==> src/rtl/sipo_frame_receiver.sv <==
// sipo_frame_receiver: LSB-first serial-to-parallel frame receiver with a
// one-entry valid/ready output slot and sticky overrun detection.
// Optional even-parity check enabled by defining SIPO_PARITY_EN.
module sipo_frame_receiver #(
  parameter int unsigned WIDTH = 4
) (
  input  logic             Clock,
  input  logic             Reset,
  input  logic             SIn,
  input  logic             SIn_Valid,
  input  logic             Clear,
  output logic [WIDTH-1:0] Data_Out,
  output logic             Out_Valid,
  input  logic             Out_Ready,
  output logic             Overrun,
  output logic             Parity_Err,
  output logic             Busy
);

`ifdef SIPO_PARITY_EN
  localparam int unsigned FRAME = WIDTH + 1;
`else
  localparam int unsigned FRAME = WIDTH;
`endif
  localparam int unsigned CW = $clog2(FRAME);

  typedef enum logic {IDLE, RECV} rx_state_t;

  rx_state_t          r_state, w_state_nxt;
  logic [CW-1:0]      r_cnt;
  logic [WIDTH-1:0]   r_sh;
  logic [WIDTH-1:0]   r_data;
  logic               r_out_valid;
  logic               r_overrun;

  logic               w_accept;
  logic               w_last;
  logic               w_done;
  logic               w_shift;
  logic               w_load;
  logic [WIDTH-1:0]   w_word;

  assign w_accept = SIn_Valid && !Clear;
  // cnt can only reach FRAME-1 while in RECV since FRAME >= 2
  assign w_last   = (r_state == RECV) && (r_cnt == CW'(FRAME - 1));
  assign w_done   = w_accept && w_last;
  assign w_load   = w_done && (!r_out_valid || Out_Ready);

`ifdef SIPO_PARITY_EN
  logic r_perr;
  // parity bit is the final frame bit and never enters the shift register
  assign w_shift    = w_accept && !w_last;
  assign w_word     = r_sh;
  assign Parity_Err = r_perr;

  // parity status captured alongside Data_Out, dropped with it on overrun
  always_ff @(posedge Clock or negedge Reset) begin
    if (!Reset)      r_perr <= 1'b0;
    else if (w_load) r_perr <= (^r_sh) ^ SIn;
  end
`else
  assign w_shift    = w_accept;
  assign w_word     = {SIn, r_sh[WIDTH-1:1]};
  assign Parity_Err = 1'b0;
`endif

  // receive FSM state register
  always_ff @(posedge Clock or negedge Reset) begin
    if (!Reset) r_state <= IDLE;
    else        r_state <= w_state_nxt;
  end

  // receive FSM next-state decode
  always_comb begin
    w_state_nxt = r_state;
    if (Clear) begin
      w_state_nxt = IDLE;
    end else if (SIn_Valid) begin
      unique case (r_state)
        IDLE: w_state_nxt = RECV;
        RECV: if (w_last) w_state_nxt = IDLE;
        default: w_state_nxt = IDLE;
      endcase
    end
  end

  // bit counter: advances per accepted bit, wraps at frame end
  always_ff @(posedge Clock or negedge Reset) begin
    if (!Reset)         r_cnt <= '0;
    else if (Clear)     r_cnt <= '0;
    else if (w_done)    r_cnt <= '0;
    else if (w_accept)  r_cnt <= r_cnt + 1'b1;
  end

  // LSB-first shift register
  always_ff @(posedge Clock or negedge Reset) begin
    if (!Reset)        r_sh <= '0;
    else if (Clear)    r_sh <= '0;
    else if (w_shift)  r_sh <= {SIn, r_sh[WIDTH-1:1]};
  end

  // output slot: load on completion if free (or freed this cycle), else drain
  always_ff @(posedge Clock or negedge Reset) begin
    if (!Reset) begin
      r_data      <= '0;
      r_out_valid <= 1'b0;
    end else if (w_load) begin
      r_data      <= w_word;
      r_out_valid <= 1'b1;
    end else if (r_out_valid && Out_Ready) begin
      r_out_valid <= 1'b0;
    end
  end

  // sticky overrun: completion while slot full and not being drained
  always_ff @(posedge Clock or negedge Reset) begin
    if (!Reset)                                      r_overrun <= 1'b0;
    else if (Clear)                                  r_overrun <= 1'b0;
    else if (w_done && r_out_valid && !Out_Ready)    r_overrun <= 1'b1;
  end

  assign Data_Out  = r_data;
  assign Out_Valid = r_out_valid;
  assign Overrun   = r_overrun;
  assign Busy      = (r_cnt != '0);

endmodule

==> config.mk <==
export PLATFORM = sky130hd
export DESIGN_NAME = sipo_frame_receiver
export DESIGN_NICKNAME = d
export VERILOG_FILES = /design/src/rtl/sipo_frame_receiver.sv
export SDC_FILE = /design/constraint.sdc
export NUM_CORES = 1
export LEC_CHECK = 0
export CORE_MARGIN = 5
export CORE_UTILIZATION = 25
export DETAILED_ROUTE_END_ITERATION = 6
export GPL_ROUTABILITY_DRIVEN = 1
export GPL_TIMING_DRIVEN = 0
export PLACE_DENSITY = 0.44
export RECOVER_POWER = 100
export SLEW_MARGIN = 30
export SYNTH_ARGS = -nofsm -noshare
export SYNTH_HDL_FRONTEND = slang
export SYNTH_SLANG_ARGS = --single-unit
==> constraint.sdc <==
create_clock -name Clock -period 3.5 [get_ports Clock]
set_input_delay 0.875 -clock Clock [delete_from_list [all_inputs] [get_ports Clock]]
set_output_delay 0.875 -clock Clock [all_outputs]
set_load 0.005 [all_outputs]
==> results of run 1 <==
-- worst paths after layout --
check                         start          end  slack (ps)  cells past startpoint
max in group asynchronous     Reset     r_cnt[0]        2110                      1
min                         Overrun      Overrun         500                      2
max reg2reg                r_cnt[0]  Data_Out[3]        1780                      4
max                        r_cnt[0]         Busy        1140                      4
min reg2reg                 Overrun      Overrun         500                      2
min in group asynchronous     Reset    Out_Valid        1030                      1
-- power by group --
part	internal (mW)	switching, mW
clock network	0.0632	0.0448
registers	0.143	0.00383
logic	0.0131	0.0127
-- final cells by class --
| type | count | area [sq um] | share of cell area |
|---|---|---|---|
| clock buffers | 4 | 36.3 | 0.0512 |
| multi-input cells | 28 | 209 | 0.295 |
| well taps | 28 | 35.0 | 0.0495 |
| inverters | 3 | 11.3 | 0.0159 |
| repair buffers | 10 | 100 | 0.141 |
| plain buffers | 3 | 16.3 | 0.0230 |
| flip-flops and latches | 12 | 300 | 0.424 |
-- cells in the mapped netlist (all sizes together) --
cell    count
nand2       1
nand3       2
mux2i       4
nand2b      1
inv         3
nor2        6
nor3        2
a21oi       2
mux2        4
and3        1
buf         2
conb        1
o21bai      1
clkbuf      1
dfrtp      12
nor2b       1
ha          2
-- worst max-delay path, cell delays in order, from the launching register on --
cell and delay (ps):
dfrtp_1 370, inv_1 70, ha_1 190, inv_1 40, dlygate4sd3_1 550
-- sequential cells by signal (all words and copies together) (netlist names) --
name       cells
Data_Out       4
r_cnt          2
Overrun        1
Out_Valid      1
r_state        1
r_sh           3
-- per-layer routing --
layer / vias up / GRT usage / wire length (microns)
met5: - / 0 / 0
met3: 2 / 0.0204 / 34
met1: 169 / 0.0714 / 429
met2: 8 / 0.111 / 471
li1: 179 / - / -
met4: 0 / 0.0397 / 17
-- kinds of logic after synthesis --
family,after synthesis,synth area share
AO/OA/AOI/OAI,3,0.0315
adder cells (fa/ha/maj),2,0.0450
buffers and inverters,6,0.0631
flip-flops,12,0.541
multiplexers,8,0.153
other,1,0.00675
AND/OR/NAND/NOR,14,0.160
==> flow_summary.ini, run 1 <==
[drt]
dr.first_iter.drc_count = 8
viasPerCell = 4.07
route.detailed.drc = 0
postRouteAntennaNets = 0
finalWirelength_microns = 952
avgRoutedWirePerCell_microns = 10.8
drtPass1Iterations = 3
via_count = 358

[floorplan]
initial_core_util = 0.256
die_h_microns = 57.1
core_sq_um = 2170
rows = 17
num_io_pins = 14
die_width_microns = 57.1
die_area_sq_um = 3260

[finish]
final_common_cell = dfrtp_1
fillCellCount = 246
fin_area_sq_um = 708
layout_common_cells = dfrtp_1 (12), dlygate4sd3_1 (9), nor2_1 (6)
final_cells = 88
n_antenna_cell = 0
nNetsFinal = 69
fin_util = 0.326
syn_to_final_growth_pct = 27.5
drive_above_1_share = 0.183

[synth]
synth_top_area_share = 0.541
syn-cell-area_sq_um = 556
synth_seq_cells = 12
yosysTopAreaCell = dfrtp_1
seq_area_frac_synth = 0.541
synthCells = 46
yosys-top-cells-area = dfrtp_1 (54%), mux2_2 (8.1%), mux2i_1 (7.2%), ha_1 (4.5%), nor2_1 (4.1%)
synthesis.nets = 54
syn_avg_cell_area_sq_um = 12.1
yosys_warnings = 0
ys_types = 20

[timing]
period_share = 0.674
setup_ws_ps = 1140
fmax_ghz = 0.424
setup_viol_count_final = 0
whs_ps = 496
tightest_slew_ps = 566
clock_skew_ps = 1.09
rsz0062_at_grt = no
relSlewSlack = 0.620
timing.final.hold_violations = 0
slew_violations = 0
setup_tns_ps = 0
period_needed_ps = 2360

[clock_tree]
root_buffer = clkbuf_4
hold_buffers = 0
cts.sinks = 12
post_cts_buffers = 0
cts.clk_slew.worst_paths_ps = 70
cts_buffer_depth = 2
htreeDepth = 1
tritoncts = done
cts_made_buffers = 3
cts-resized-gates = 0
insertion_delay_ps = 270

[power]
finalPower_mw = 0.281
power.leakage_nw = 0.360
p_per_area_nw_per_um2 = 397
ir_worst_vdd_mv = 0.159

[job]
timing.max_cap.violations = 0

[setup_path]
arrival_ps = 1490
required_ps = 2620
cp-end-kind = output pin
critPathKind = flop to output pin
start_kind = flop
path_max_fanout = 3

[global_route]
grt_pass1_vias = 394
track_usage = 0.0656
antenna_found_initial = 0
grt_pass1_wl_microns = 1650
grt.overflow.total = 0
grt_max_degree = 13

[place]
gp_congestion = 0.621
port_buffers = 10
preCtsSetupSlack_ps = 1370
place_hpwl_microns = 739
dpl-instance-area_sq_um = 691
dpl.cell_count = 84

[hold_path]
hold_path_class = flop to flop

[run_status]
outcome = complete, no violations
Note: power is estimated with default switching activity, not from simulation.
==> run 2, diff against run 1 <==
==> constraint.sdc (replaced) <==
create_clock -name Clock -period 2.3 [get_ports Clock]
set_input_delay 0.575 -clock Clock [delete_from_list [all_inputs] [get_ports Clock]]
set_output_delay 0.575 -clock Clock [all_outputs]
set_load 0.005 [all_outputs]
==> results of run 2 <==
Same layout as run 1 (identical final DEF). Status: complete, no violations.
Among the figures that moved: setup slack after placement 1370 ps -> 466 ps; setup slack after layout 1140 ps -> 240 ps; register-to-register setup slack 1780 ps -> 580 ps; total power 0.281 mW -> 0.427 mW; worst IR drop on VDD 0.159 mV -> 0.242 mV
